## config.mk

```make
export PLATFORM = sky130hd
export DESIGN_NAME = image_send_ctrl
export DESIGN_NICKNAME = d
export VERILOG_FILES = /design/src/rtl/image_send_ctrl.sv
export SDC_FILE = /design/constraint.sdc
export NUM_CORES = 1
export LEC_CHECK = 0
export ABC_CLOCK_PERIOD_IN_PS = 2190
export BUFFER_PORTS_ARGS = -buffer_cell sky130_fd_sc_hd__buf_4
export CAP_MARGIN = 15
export CORE_MARGIN = 3
export CORE_UTILIZATION = 48
export DETAILED_ROUTE_END_ITERATION = 8
export PLACE_DENSITY = 0.77
export SLEW_MARGIN = 30
export SYNTH_ARGS = -nofsm -noshare
export SYNTH_HDL_FRONTEND = slang
export SYNTH_SLANG_ARGS = --single-unit
export TNS_END_PERCENT = 20
```

## constraint.sdc

```tcl
create_clock -name clk -period 2.19 [get_ports clk]
set_clock_uncertainty 0.15 [all_clocks]
set_input_delay 0.3285 -clock clk [delete_from_list [all_inputs] [get_ports clk]]
set_output_delay 0.3285 -clock clk [all_outputs]
set_load 0.05 [all_outputs]
```

## src/rtl/image_send_ctrl.sv

```systemverilog
// One-shot frame transmit sequencer: captures a whole camera frame, freezes writes,
// lends the frame-buffer read port to image_sender and waits for its completion flag.
module image_send_ctrl #(
  parameter int          ADDR_W         = 17,
  parameter logic [31:0] TIMEOUT_CYCLES = 32'd50_000_000
) (
  input  logic              clk,
  input  logic              rst,
  input  logic              send_req,
  input  logic              frame_start,
  input  logic              cam_wr_en_in,
  output logic              cam_wr_en_out,
  input  logic [ADDR_W-1:0] disp_addr,
  input  logic [ADDR_W-1:0] snd_addr,
  output logic [ADDR_W-1:0] fb_rd_addr,
  output logic              snd_rst,
  input  logic              snd_done,
  output logic              busy,
  output logic              done,
  output logic              timeout_err
);

  typedef enum logic [2:0] {IDLE, ARM, FILL, SEND, DONE} state_t;

  state_t      state, state_nxt;
  logic        pending, pending_nxt;
  logic        terr_nxt;
  logic [31:0] timer, timer_nxt;
  logic        snd_done_q;
  logic        done_edge;
  logic        timer_hit;

  // snd_done_q is held high while image_sender is in reset, so a flag left over
  // from a previous transfer never looks like a rising edge on SEND entry.
  assign done_edge = snd_done & ~snd_done_q;
  assign timer_hit = (timer == TIMEOUT_CYCLES - 32'd1);

  always_ff @(posedge clk or negedge rst) begin
    if (!rst) begin
      state       <= IDLE;
      pending     <= 1'b0;
      timer       <= '0;
      snd_done_q  <= 1'b0;
      timeout_err <= 1'b0;
    end else begin
      state       <= state_nxt;
      pending     <= pending_nxt;
      timer       <= timer_nxt;
      snd_done_q  <= snd_rst ? 1'b1 : snd_done;
      timeout_err <= terr_nxt;
    end
  end

  always_comb begin
    state_nxt     = state;
    pending_nxt   = pending | (send_req & (state != IDLE));
    terr_nxt      = timeout_err;
    timer_nxt     = '0;
    busy          = (state != IDLE);
    done          = (state == DONE);
    snd_rst       = (state != SEND);
    fb_rd_addr    = (state == SEND) ? snd_addr : disp_addr;
    // Freeze starts on the frame_start that ends the captured frame, not a cycle later.
    cam_wr_en_out = cam_wr_en_in & ~((state == SEND) | ((state == FILL) & frame_start));

    case (state)
      IDLE: begin
        if (send_req | pending) begin
          state_nxt   = ARM;
          pending_nxt = 1'b0;
          terr_nxt    = 1'b0;
        end
      end
      ARM:  if (frame_start) state_nxt = FILL;
      FILL: if (frame_start) state_nxt = SEND;
      SEND: begin
        if (done_edge) begin
          state_nxt = DONE;
        end else if (timer_hit) begin
          terr_nxt  = 1'b1;
          state_nxt = IDLE;
        end else begin
          timer_nxt = (timer == 32'hFFFF_FFFF) ? timer : timer + 32'd1;
        end
      end
      DONE:    state_nxt = IDLE;
      default: state_nxt = IDLE;
    endcase
  end

endmodule

```

==> impl_results.md <==
- Hold Fails Final Rpt: 0
- Cells after Synth: around 250
- Hold Worst Slack: around 0.082 ns
- Crit path kind: reg2reg
- Seq pwr share: 27.6%
- #FFs+latches synth: 38
- Setup WS pre-CTS: -0.0933 ns
- Synth top area share: between 40 and 50%
- CP max stage delay: 0.60 ns
- Power Internal: about 1.7 mW
- Initial Util: just over 50%
- Status: finished, violations left
- CTS tree: done
- Total power: roughly 2.9 mW
- DP Area: about 0.0032 sq mm
- Crit path top cell by count: buf_4
- Most common cell after layout, fill and taps aside: buf_4
- CTS Root Cell: clkbuf_8
- Worst Path Buf+Inv: 3
- DR iter-0 viols: approximately 190
- Reg2reg setup slack: -0.06 ns
- Worst Slack Setup Final: -0.0648 ns
- GRT Total Usage: between 20% and 30%
- Post-Synth Adder-Cell Area: less than 1%
- Initial antenna violation count: 0
- RSZ-0062 raised after global routing: yes
- Worst rel slew slack: 63.9%
- Max-slew violations: 0
- Die W: approximately 76 um
- Synth area leader: dfrtp_1
- Clock share of power: between 20% and 30%
- I/O pin count: 62
- Global Route met1 Usage: roughly a third
- DRC: 0
- Pwr Density: 841 mW/mm^2
- Post-route ant nets: 0
- Total Wirelength: between 7000 and 8000 um
- Met2 Usage GRT: between 40% and 50%
- Final Wtd Congestion: roughly 0.9
- Gr busiest metal: met2
- Fill cell count: between 300 and 400
- N_diodes: 0
- Hold path depth: 2
- Vias: 2443
- Post-synth top flop: dfrtp_1
- M3 GR Usage: 6.33%
- Register area share after synthesis: 40.8%
- Worst-margin pin slew: between 0.5 and 0.6 ns
- # rows: 24
- Core Box Area: roughly 0.0045 sq mm
- Synthesized area per cell: approximately 9.4 sq um
- Most frequent cells in the layout: buf_4, dfrtp_1, nor2_1
- Fmax: 444 MHz
- CP Capture Type: flip-flop
- Maximum clock insertion buffer count: 2
- Crit path launch type: flip-flop
- Worst-path cell chain: buf_4 > nand4_1 > or4_4 > buf_4 > nor3_4 > buf_4 > nor2_1 > a211oi_2
- VDD IR max: roughly 0.9 mV
- Total congestion overflow: 0
- Slowest cell on the critical path: or4_4
- Final net count: approximately 400
- First-pass GRT wire length: roughly 11000 um
- Post-synth EDFFs: 0
- Syn nets: between 200 and 300
- Clock Pin Slew Worst Setup and Hold Paths: around 0.08 ns
- CP top delay family: simple AND/OR/NAND/NOR gates
- Sink Count: 38
- CTS Buf Count: 5
- Required time of the critical path: approximately 2.3 ns
- H-Tree Level Count: 2
- Logic pwr share: 51.9%
- Largest cells by area after synthesis: dfrtp_1, mux2_2, xnor2_1, nor2_1, nand2_1
- Setup violations, final: 25
- Post-Syn Area: approximately 0.0023 sq mm
- Setup_tns: -0.424 ns
- Port buffer count: between 60 and 70
- Net Sw Frac: 42.1%
- Max-capacitance violation count: 0
- Synth async-reset ratio: 100%
- Cell area after layout: between 0.003 and 0.004 sq mm
- Synth Area in Simple Gates: 24.6%
- Average vias per placed instance: around 5.8
- Worst skew pair latency: about 0.3 ns
- Largest net degree at the start of global routing: 39
- XOR/XNOR Fraction of Synth Area: 8.27%
- DIE AREA: roughly 0.0057 sq mm
- DP HPWL: between 4000 and 5000 um
- First-pass DRT Iterations: 5
- R2R depth: 8
- DR WL/cell: around 17 um
- Largest family of logic cells by synthesized area: simple AND/OR/NAND/NOR gates
- Distinct cells, synth: 43
- Fin crit share: 103%
- Share of cells above drive strength 1: between 40% and 50%
- Area growth syn-to-layout: 46.6%
- Synth warn: 0
- Critical path data arrival time: approximately 2.3 ns
- Die Ht: between 70 and 80 um
- P_leak: about 1.5 nW
- Critical path fanouts, max: 4
- Vias in the first global route: between 2000 and 2500
- Crit path depth: 8
- Worst hold-check path type: in2reg
- Post-synthesis compound-gate area fraction: 13.2%
- Failing checks: negative setup slack
- Post-synthesis mux area share: 8.70%
- Psw: 1.21 mW
- Final Critical Period: 2.25 ns
per-layer routing:
| metal | vias to the layer above | wire, um |
|---|---|---|
| li1 | 1134 | - |
| met5 | - | 0 |
| met1 | 1129 | 2730 |
| met2 | 149 | 3460 |
| met4 | 0 | 259 |
| met3 | 31 | 594 |
layout make-up:
type                    instances  area (sq um)  area share [%]
multi-input cells             193          1360            39.9
flip-flops and latches         38           952            27.9
repair buffers                115           895            26.2
well taps                      65          81.3            2.38
clock buffers                   5          68.8            2.01
clock inverters                 3          40.0            1.17
inverters                       5          18.8           0.549
worst paths after layout:
kind,from,endpoint
setup / recovery,timer[13],timer[8]
hold / removal,snd_done,snd_done_q
setup reg to reg,timer[13],timer[8]
hold reg to reg,pending,pending
max in group asynchronous,rst,state[2]
min in group asynchronous,rst,timer[24]
state kept, by name, summed over array words and instances, names as in the netlist:
signal / count
state: 3
timer: 32
snd_done_q: 1
pending: 1
timeout_err: 1
through the flow:
stage          utilization, %  cells
2_1_floorplan               -    248
3_3_place_gp             70.3    413
3_5_place_dp             70.3    413
4_1_cts                  74.1    423
5_1_grt                  75.4    424
6_report                 75.4    424
logic make-up after synthesis:
kind of cell	count (synthesis)
buffers and inverters	17
AOI/OAI and AO/OA	42
xor gates and xnor gates	22
DFF	38
muxes	18
adders and majority gates	1
and+or+nand+nor	110
synth_stat cells, drive strengths merged, types with 2 or more instances:
cell	count
and2	3
nand4	10
o31ai	3
buf	4
o211ai	3
or2	3
a211oi	7
nand2	17
nand3	9
nor2	32
nor4	7
a31oi	4
or4	8
and3	4
or3	3
mux2	18
nand2b	3
o2111ai	4
dfrtp	38
a21oi	6
o21a	2
nor3	8
inv	5
xor2	6
a311oi	2
xnor2	16
o21ai	5
clkbuf	8
worst register-to-register path, stage by stage (launching register included):
cell and delay (ns):
dfrtp_1 0.39, buf_4 0.12, nand4_1 0.14, or4_4 0.60
buf_4 0.16, nor3_4 0.15, buf_4 0.16, nor2_1 0.06
a211oi_2 0.23
power by group through the flow:
| stage | sequential (mW) | combinational [mW] | clock, mW |
|---|---|---|---|
| after detailed placement | 0.804 | 1.39 | 0 |
| after global routing | 0.799 | 1.56 | 0.623 |
| after CTS | 0.792 | 1.46 | 0.590 |
| final | 0.794 | 1.49 | 0.590 |
| after floorplan | 0.803 | 1.06 | 0 |
| after global placement | 0.803 | 1.37 | 0 |
repair_timing:
item	CTS	global route
hold buffers	1	0
gates resized for setup	10	12
endpoints found under the setup margin	50	49
pin swaps	4	1
endpoints found under the hold margin	38	0
buffers inserted	0	1
gates cloned	1	0
(Power assumes the default switching activity.)
